`src/rtl/seq_shift_add_multiplier.sv`:
```
// seq_shift_add_multiplier
// Sequential radix-2 shift-add multiplier producing P = A*B.
// A single WIDTH+1-bit adder row is reused over WIDTH cycles.
// Signed operation multiplies the operand magnitudes and then negates the
// result when the operand signs differ.
// Start/Busy/Done handshake: a Start accepted on edge t0 updates P on edge
// t(WIDTH+1). Done pulses for the single cycle after that edge. A new Start
// may be issued in the same cycle that Done is high.
module seq_shift_add_multiplier #(
    parameter int WIDTH = 4
) (
    input  logic                 Clock,
    input  logic                 Resetn,
    input  logic                 Start,
    input  logic                 Signed_mode,
    input  logic [WIDTH-1:0]     A,
    input  logic [WIDTH-1:0]     B,
    output logic                 Busy,
    output logic                 Done,
    output logic [2*WIDTH-1:0]   P
);

    localparam int CW = $clog2(WIDTH) + 1;

    typedef enum logic [1:0] {
        IDLE   = 2'd0,
        CALC   = 2'd1,
        FINISH = 2'd2
    } state_t;

    state_t               state_q;
    state_t               state_d;

    logic [WIDTH-1:0]     mcand_q;
    logic [WIDTH-1:0]     mplier_q;
    logic                 neg_q;
    logic [2*WIDTH-1:0]   acc_q;
    logic [CW-1:0]        cnt_q;
    logic                 done_q;
    logic [2*WIDTH-1:0]   p_q;

    logic                 accept;
    logic                 last_bit;
    logic [WIDTH-1:0]     a_mag;
    logic [WIDTH-1:0]     b_mag;
    logic                 neg_in;
    logic [WIDTH-1:0]     addend;
    logic [WIDTH:0]       sum;
    logic [2*WIDTH-1:0]   acc_next;
    logic [2*WIDTH-1:0]   product;

    // Operand conditioning: the magnitude of -2^(W-1) is 2^(W-1), which still fits in W unsigned bits.
    always_comb begin
        a_mag  = A;
        b_mag  = B;
        neg_in = 1'b0;
        if (Signed_mode) begin
            if (A[WIDTH-1]) a_mag = -A;
            if (B[WIDTH-1]) b_mag = -B;
            neg_in = A[WIDTH-1] ^ B[WIDTH-1];
        end
    end

    // One shift-add step. The adder carry becomes the new top bit of the accumulator as it shifts.
    always_comb begin
        addend   = mplier_q[0] ? mcand_q : '0;
        sum      = {1'b0, acc_q[2*WIDTH-1:WIDTH]} + {1'b0, addend};
        acc_next = {sum, acc_q[WIDTH-1:1]};
        product  = neg_q ? -acc_q : acc_q;
    end

    assign accept   = (state_q == IDLE) && Start;
    assign last_bit = (cnt_q == CW'(WIDTH - 1));

    // State register.
    always_ff @(posedge Clock or negedge Resetn) begin
        if (!Resetn) begin
            state_q <= IDLE;
        end else begin
            state_q <= state_d;
        end
    end

    // Next-state logic: IDLE -> CALC for WIDTH edges -> FINISH -> IDLE.
    always_comb begin
        state_d = state_q;
        case (state_q)
            IDLE:    if (Start)    state_d = CALC;
            CALC:    if (last_bit) state_d = FINISH;
            FINISH:                state_d = IDLE;
            default:               state_d = IDLE;
        endcase
    end

    // Datapath: capture operands on accept, step once per CALC cycle, publish the product in FINISH.
    always_ff @(posedge Clock or negedge Resetn) begin
        if (!Resetn) begin
            mcand_q  <= '0;
            mplier_q <= '0;
            neg_q    <= 1'b0;
            acc_q    <= '0;
            cnt_q    <= '0;
            done_q   <= 1'b0;
            p_q      <= '0;
        end else begin
            done_q <= (state_q == FINISH);
            if (accept) begin
                mcand_q  <= a_mag;
                mplier_q <= b_mag;
                neg_q    <= neg_in;
                acc_q    <= '0;
                cnt_q    <= '0;
            end else if (state_q == CALC) begin
                acc_q    <= acc_next;
                mplier_q <= mplier_q >> 1;
                cnt_q    <= cnt_q + 1'b1;
            end else if (state_q == FINISH) begin
                p_q      <= product;
            end
        end
    end

    assign Busy = (state_q != IDLE);
    assign Done = done_q;
    assign P    = p_q;

endmodule

```
`config.mk`:
```
export PLATFORM = sky130hd
export DESIGN_NAME = seq_shift_add_multiplier
export DESIGN_NICKNAME = d
export VERILOG_FILES = /design/src/rtl/seq_shift_add_multiplier.sv
export SDC_FILE = /design/constraint.sdc
export NUM_CORES = 1
export LEC_CHECK = 0
export ABC_AREA = 1
export BUFFER_PORTS_ARGS = -buffer_cell sky130_fd_sc_hd__buf_2
export CAP_MARGIN = 40
export CORE_MARGIN = 3
export CORE_UTILIZATION = 63
export CTS_BUF_LIST = sky130_fd_sc_hd__clkbuf_2 sky130_fd_sc_hd__clkbuf_4 sky130_fd_sc_hd__clkbuf_8
export DETAILED_ROUTE_END_ITERATION = 10
export PLACE_DENSITY_LB_ADDON = 0.15
export SYNTH_ARGS = -nofsm -noshare
export SYNTH_HDL_FRONTEND = slang
export SYNTH_SLANG_ARGS = --single-unit
```
`constraint.sdc`:
```
create_clock -name Clock -period 3.6 [get_ports Clock]
set_input_delay 0.72 -clock Clock [delete_from_list [all_inputs] [get_ports Clock]]
set_output_delay 0.72 -clock Clock [all_outputs]
set_load 0.02 [all_outputs]
```
# ---- After elaboration in Yosys (flattened, before gate mapping)
# Index checks and enable logic that the tools add are counted.
dict set report totals {
  regBits 31
  latchBits 0
  mem_bits_rw 0
  romBits 0
  in_bits 12
  output_inout_bits 10
  word_cells 43
  memories 0
}
dict set report classes {
  addsub 5
  mul 0
  div_mod_pow 0
  magnitude_cmp 0
  n_eq_ne 5
  shift 0
  mux 16
  n_bitwise 3
  reduce_logical 6
}
# op count
set ops {}
lappend ops {{$mux 4} 7}
lappend ops {{$mux 8} 3}
lappend ops {{$neg 4->4} 2}
lappend ops {{$neg 8->8} 1}
lappend ops {{$mux 3} 2}
lappend ops {{$add 4x4->5} 1}
lappend ops {{$mux 2} 2}
lappend ops {{$ne 2x2->1 const B} 2}
lappend ops {{$pmux 2 s2} 1}
lappend ops {{$reduce_bool 2->1} 2}
lappend ops {{$add 3x1->3 const B} 1}
lappend ops {{$eq 3x2->1 const B} 1}
lappend ops {{$reduce_and 3->1} 1}
lappend ops {{$eq 2x1->1 const B} 1}
lappend ops {{$eq 2x2->1 const B} 1}
lappend ops {{$logic_not 2->1} 1}
lappend ops {{$not 1->1} 2}
lappend ops {{$reduce_and 2->1} 1}
lappend ops {{$logic_and 1x1->1} 1}
lappend ops {{$mux 1} 1}
lappend ops {{$xor 1x1->1} 1}

# ---- Logic depth before layout (Yosys ltp)
# Gate-level depths: netlist of the first run.
dict set report depth {
  ltp_word 4
  mapped_depth 8
  depth_no_buf 8
}

# ---- Least setup slack after synthesis of the first run
# No wires, ideal clock.
dict set report synth_path {
  kind {input to register}
  startpoint {in B[0]}
  endpoint {reg mplier_q[1]}
  setup_ps 131
  arrival_ps 1287
  required_time_ps 3469
  slack_ps 2182
  cell_stages 6
  path_buffers 0
  cell_sequence {inv_1 > ha_1 > nor2_1 > nor2_1 > o21ai_0 > a22oi_1}
}
dict set report synth_between {
  elab_chain_cells 4
}
# element line
set synth_rtl {}
lappend synth_rtl {{from (decl)} 17} ;# input logic [WIDTH-1:0] B,
lappend synth_rtl {{$neg 4->4} 59} ;# if (B[WIDTH-1]) b_mag = -B;
lappend synth_rtl {{$mux 4} 59}
lappend synth_rtl {{$mux 4} 57} ;# if (Signed_mode) begin
lappend synth_rtl {{$mux 4} 107} ;# if (accept) begin
lappend synth_rtl {{to (signal assigned)} 109} ;# mplier_q <= b_mag;
lappend synth_rtl {{to (signal assigned)} 115} ;# mplier_q <= mplier_q >> 1;
lappend synth_rtl {{to (decl)} 35} ;# logic [WIDTH-1:0] mplier_q;
# Every way passes these cells.
# A chain may end at the register's enable or synchronous reset.

# ---- Final worst setup path of the first run
dict set report layout_path {
  startpoint {reg state_q[1]}
  endpoint {out Busy}
}
dict set report layout_between {
  elab_chain_cells 1
}
# element line
set layout_rtl {}
lappend layout_rtl {{from (decl)} 31} ;# state_t state_q;
lappend layout_rtl {{from (signal assigned)} 80} ;# state_q <= state_d;
lappend layout_rtl {{$reduce_bool 2->1} 123} ;# assign Busy = (state_q != IDLE);
lappend layout_rtl {{to (decl)} 18} ;# output logic Busy,
# Every way passes these cells.

==> results.ini, run 1 <==
[clock_tree]
h-tree-depth=2
cts_tree=done
clkTransAtPathRegs_ns=0.10
root_buffer=clkbuf_4
clock_latency_ns=0.34
clkSinkCount=31
cts_hold_buf=0
numCtsBuffers=5
cts_resized=0
cts_setup_buffers=0
cts_buffer_depth=2

[sta]
max_freq_mhz=539
period_needed_ns=1.86
setup_tns_ns=0
skew_ns=0.00903
fin_crit_sh=0.515
worstMarginPinSlew_ns=0.675
slew_viol_final=0
finalHoldViolCount=0
setup_viol=0
max_slew_margin=0.550
grt_setup_unrepaired=no

[layout]
final-seq-area_um2=776
final_area_um2=1840
drive_gt1_frac=0.161
multi_input_area_um2=727
nFillCells=167
fin_nets=245
n_antenna_cell=0
areaGrowthSynthToFinish_pct=11.6

[route]
drtIter0Drc=62
wirelength_mm=3.43
vias=1435
met1_length_mm=1.40
viasPerCell=5.69
route.met2.wl_mm=1.73
wl_met3_um=221
drtPass1Iterations=4
highest_layer=met4
drtAntennaViolNets=0
drc=0
wl_per_cell_um=13.6

[setup_path]
crit_family=flip-flops
cp-end-kind=primary output
crit_path_max_fanout=3
arrival_ns=1.14
cp.required_ns=2.88
path_buf_inv=2
cp_slowest_cell=dfrtp_1
cp_cell_sequence=inv_1 > nand2_1 > buf_2
critical-path-max-stage-delay_ns=0.42
critical_path_class=register to primary output
worst_setup_path_start_kind=register

[global_routing]
overflow=0
grt_start_max_net_pins=32
grt.total_usage=0.254
grt_pass1_wl_mm=6.35
antenna_found_initial=0
grt_pass1_vias=1463

[job]
drv_cap=0

[floorplanning]
start_util=0.703
die_x_um=57.1
die_y_um=57.1
rows=17
io_pins=22
dieArea_um2=3260
design.core.area_um2=2340

[synthesis]
ys_async_sr_fraction=1.00
syn_area_per_cell_um2=8.30
synth_cell_types=24
ys_ff_latch=31
synth.yosys.seq_area_share=0.472
yosys_warnings=0
syn_nets=220
synthCells=198
synth_edf_count=0
netlist_area_um2=1640
synthFlopType=dfrtp_1

[power_and_ir_drop]
p_switching_uw=710
power.total_mw=1.59
clkPwrFrac=0.154
internal-power_uw=884
combPwrFrac=0.469
power.density_nw_per_um2=869
vdd_drop_max_mv=0.608
seqPwrFrac=0.377
power.leakage_nw=0.996
swShare=0.446

[placed_design]
postPlaceCellArea_um2=1760
hpwl_mm=2.53
port_buffers=21
place.gp.congestion=0.797

[outcome]
status=finished clean

[min_path]
hold_path_class=primary input to asynchronous set/reset pin

==> through the flow <==
step	worst slack (ns)	hold slack, ns	std cells	util
4_1_cts	1.73	0.418	252	0.784
6_report	1.74	0.403	252	0.784
3_5_place_dp	1.96	0.461	244	0.753
2_1_floorplan	2.18	0.424	198	-
3_3_place_gp	2.04	0.457	244	0.753
5_1_grt	1.65	0.454	252	0.784
==> logic make-up after synthesis <==
kind of cell	share of synthesized area
adder cells (fa/ha/maj)	0.0807
buffers and inverters	0.0860
AO/OA/AOI/OAI	0.131
XOR/XNOR	0.0107
flip-flops	0.472
AND/OR/NAND/NOR	0.220
==> worst register-to-register path, stage by stage (launching register included) <==
cell     delay, ns
dfrtp_1       0.44
nand2_1       0.09
inv_1         0.07
ha_1          0.16
inv_1         0.05
fa_1          0.40
o21ai_0       0.21
o22ai_1       0.10
==> path summary, 6_finish.rpt <==
path	slack [ns]	start	endpoint	depth (start not counted)
max	1.74	state_q[1]$_DFFE_PN0P_	Busy	3
min in group Clock	0.48	P[7]$_DFFE_PN0P_	P[7]$_DFFE_PN0P_	2
max reg2reg	1.95	mplier_q[0]$_DFFE_PN0P_	acc_q[5]$_DFFE_PN0P_	7
max in group asynchronous	2.75	Resetn	acc_q[5]$_DFFE_PN0P_	1
min	0.40	Resetn	P[1]$_DFFE_PN0P_	1
min reg2reg	0.48	P[7]$_DFFE_PN0P_	P[7]$_DFFE_PN0P_	2
==> power groups by stage <==
stage,logic (mW),registers [mW],clock network (mW)
2_1_floorplan,0.522,0.636,0
3_3_place_gp,0.702,0.598,0
3_5_place_dp,0.742,0.608,0
4_1_cts,0.748,0.601,0.245
5_1_grt,0.861,0.620,0.261
6_report,0.748,0.602,0.245
==> cells in the mapped netlist, types with 2 or more instances <==
master / number / area [µm²]
o21ai_0: 17 / 85.1
nor2_1: 15 / 56.3
inv_1: 29 / 109
nand4_1: 2 / 12.5
nor2_4: 2 / 22.5
nor3_1: 2 / 10.0
ha_1: 9 / 113
nand2_1: 47 / 176
nand3_1: 12 / 60.1
inv_2: 3 / 11.3
o22ai_1: 10 / 62.6
a21oi_1: 7 / 35.0
buf_2: 2 / 10.0
dfrtp_1: 31 / 776
==> layout make-up <==
class,instances,share of cell area
timing repair buffer,21,0.0573
tap,28,0.0191
clock buffer,8,0.0395
inverter,32,0.0654
sequential,31,0.423
multi-input combinational,132,0.396
==> cells in the final DEF, fill, tap and decap left out, types with 2 or more instances in the layout <==
cell	Yosys	final
a21oi_1	7	7
buf_2	2	21
clkbuf_4	0	6
clkbuf_8	0	2
dfrtp_1	31	31
ha_1	9	9
inv_1	29	29
inv_2	3	3
nand2_1	47	47
nand3_1	12	12
nand4_1	2	2
nor2_1	15	15
nor2_4	2	2
nor3_1	2	2
o21ai_0	17	17
o22ai_1	10	10
==> sequential cells by signal, indices dropped and copies added (netlist names) <==
signal,count
Done,1
state_q,2
neg_q,1
cnt_q,3
mplier_q,4
P,8
mcand_q,4
acc_q,8
==> metal layers <==
metal  GRT usage  up-vias
met2       0.439       51
met1       0.292      661
met3      0.0588       12
met4       0.129        0
met5           0        -
li1            -      711
(Power assumes the default switching activity.)
==> run 2, diff against run 1 <==
--- a/config.mk
+++ b/config.mk
@@ -9,7 +9,7 @@
 export BUFFER_PORTS_ARGS = -buffer_cell sky130_fd_sc_hd__buf_2
 export CAP_MARGIN = 40
 export CORE_MARGIN = 3
-export CORE_UTILIZATION = 63
+export CORE_UTILIZATION = 53
 export CTS_BUF_LIST = sky130_fd_sc_hd__clkbuf_2 sky130_fd_sc_hd__clkbuf_4 sky130_fd_sc_hd__clkbuf_8
 export DETAILED_ROUTE_END_ITERATION = 10
 export PLACE_DENSITY_LB_ADDON = 0.15
==> constraint.sdc (replaced) <==
create_clock -name Clock -period 1.49 [get_ports Clock]
set_input_delay 0.298 -clock Clock [delete_from_list [all_inputs] [get_ports Clock]]
set_output_delay 0.298 -clock Clock [all_outputs]
set_load 0.02 [all_outputs]
==> run 2 against run 1 <==
  * Combinational power rose to 2.6 times the previous value
  * Non-clock buffer count up 6
  * Sequential cell count unchanged
  * Wire length fell by 3.8%
  * First-iteration DRC count up 9.7%
  * Worst setup slack worse by 1.7 ns
==> results.ini, run 2 (synthesized netlist as in run 1, its figures left out) <==
[setup_path]
cp-end-kind=register  ; was primary output
crit_path_max_fanout=3  ; unchanged
cp_cell_sequence=nand2_1 > inv_1 > ha_2 > inv_2 > fa_2 > o21ai_0 > o22ai_1  ; was inv_1 > nand2_1 > buf_2
arrival_ns=1.67  ; was 1.14 ns
critical_path_class=register to register  ; was register to primary output
cp_slowest_cell=dfrtp_1  ; unchanged
critical-path-max-stage-delay_ns=0.39  ; was 0.42 ns
worst_setup_path_start_kind=register  ; unchanged
cp.required_ns=1.71  ; was 2.88 ns

[power_and_ir_drop]
clkPwrFrac=0.146  ; was 0.154
internal-power_mw=2.26  ; was 884 µW
combPwrFrac=0.493  ; was 0.469
swShare=0.434  ; was 0.446
vdd_drop_max_mv=0.991  ; was 0.608 mV
power.density_nw_per_um2=2090  ; was 869 nW/µm²
power.leakage_nw=1.02  ; was 0.996 nW
p_switching_mw=1.74  ; was 710 µW
seqPwrFrac=0.361  ; was 0.377

[global_routing]
antenna_found_initial=0  ; unchanged
grt_pass1_vias=1312  ; was 1463
grt.total_usage=0.203  ; was 0.254
overflow=0  ; unchanged
grt_pass1_wl_mm=5.45  ; was 6.35 mm
grt_start_max_net_pins=32  ; unchanged

[outcome]
status=finished clean  ; unchanged

[route]
wirelength_mm=3.30  ; was 3.43 mm
viasPerCell=5.45  ; was 5.69
drtAntennaViolNets=0  ; unchanged
vias=1423  ; was 1435
drtPass1Iterations=4  ; unchanged
drtIter0Drc=68  ; was 62
wl_per_cell_um=12.6  ; was 13.6 µm
drc=0  ; unchanged

[placed_design]
place.gp.congestion=0.842  ; was 0.797
postPlaceCellArea_um2=1800  ; was 1760 µm²
port_buffers=21  ; unchanged
hpwl_mm=2.39  ; was 2.53 mm
place_inst=252  ; was 244

[floorplanning]
start_util=0.576  ; was 0.703
io_pins=22  ; unchanged
die_y_um=61.7  ; was 57.1 µm
design.core.area_um2=2850  ; was 2340 µm²
rows=19  ; was 17
die_x_um=61.7  ; was 57.1 µm
dieArea_um2=3810  ; was 3260 µm²

[sta]
setup_tns_ns=0  ; unchanged
setup_viol=0  ; unchanged
max_freq_mhz=690
finalHoldViolCount=0  ; unchanged
slew_viol_final=0  ; unchanged
fin_crit_sh=0.973
worstMarginPinSlew_ns=0.410  ; was 0.675 ns
skew_ns=0.0138  ; was 0.00903 ns
max_slew_margin=0.726  ; was 0.550
grt_setup_unrepaired=yes  ; was no
period_needed_ns=1.45
hold_slack_ns=0.242  ; was 0.403 ns

[layout]
final_cell_mix=nand2_1 (47), dfrtp_1 (31), inv_1 (26)  ; was nand2_1 (47), dfrtp_1 (31), inv_1 (29)
final_common_cell=nand2_1  ; unchanged
utilization=0.671  ; was 0.784
final_area_um2=1910  ; was 1840 µm²
final-instance-count-excl-fill=261  ; was 252
drive_gt1_frac=0.213  ; was 0.161
fin_nets=251  ; was 245
areaGrowthSynthToFinish_pct=16.4  ; was 11.6%
n_antenna_cell=0  ; unchanged

[clock_tree]
cts_buffer_depth=2  ; unchanged
clkTransAtPathRegs_ns=0.10  ; about the same
root_buffer=clkbuf_4  ; unchanged
clkSinkCount=31  ; unchanged
numCtsBuffers=5  ; unchanged
cts_setup_buffers=0  ; unchanged
clock_latency_ns=0.34  ; about the same
h-tree-depth=2  ; unchanged
cts_tree=done  ; unchanged

[min_path]
hold_path_class=primary input to register  ; was primary input to asynchronous set/reset pin

[job]
drv_cap=0  ; unchanged

[run 2: metrics by stage]
step	setup WS [ns]	power, mW
global placement	0.0578	3.22
finish	0.0405	4.00
global route	-0.0160	4.35
detailed placement	0.0298	3.31
CTS	0.00398	3.91
floorplan	0.0786	2.80
[run 2: worst paths after layout]
kind                            slack, ns                endpoint                    start  cells past startpoint
min in group asynchronous            0.50        P[3]$_DFFE_PN0P_                   Resetn                      3
max in group asynchronous            0.70    cnt_q[0]$_DFFE_PN0P_                   Resetn                      3
worst max-delay path                 0.04    acc_q[5]$_DFFE_PN0P_  mplier_q[0]$_DFFE_PN0P_                      7
worst min register to register       0.48        P[4]$_DFFE_PN0P_         P[4]$_DFFE_PN0P_                      2
worst min-delay path                 0.24  mcand_q[0]$_DFFE_PN0P_                     A[0]                      3
worst max register to register       0.04    acc_q[5]$_DFFE_PN0P_  mplier_q[0]$_DFFE_PN0P_                      7
[run 2: worst max-delay path, delay by kind of cell (launching register included)]
kind            cells  cell delay, ns
simple gates        1            0.06
fa+ha+maj           2            0.52
compound gates      2            0.28
flops               1            0.39
buf+inv             2            0.09
[run 2: routing by layer]
layer  track usage  vias to the layer above  routed length (µm)
met5             0                        -                   0
met4        0.0879                        0                  31
met3        0.0868                        4                 175
met2         0.350                       53                1740
met1         0.217                      656                1350
li1              -                      710                   -
[run 2: final cells by class]
type / instances / area (µm²)
well taps: 31 / 38.8
clock buffers: 8 / 72.6
multi-input cells: 132 / 754
inverters: 32 / 120
fillers: 247 / 938
flip-flops and latches: 31 / 776
repair buffers: 27 / 153
[run 2: power by group through the flow]
stage                     clock [mW]  combinational (mW)  sequential [mW]
after global placement             0                1.80             1.42
final                          0.584                1.97             1.44
after detailed placement           0                1.87             1.44
after floorplan                    0                1.26             1.54
after global routing           0.652                2.22             1.48
after CTS                      0.600                1.88             1.43
[run 2: timing repair]
item | 4_1_cts | 5_1_grt
gates resized for setup | 0 | 9
hold endpoints to repair | 31 | 0
endpoints found under the setup margin | 0 | 5
hold buffers | 1 | 0
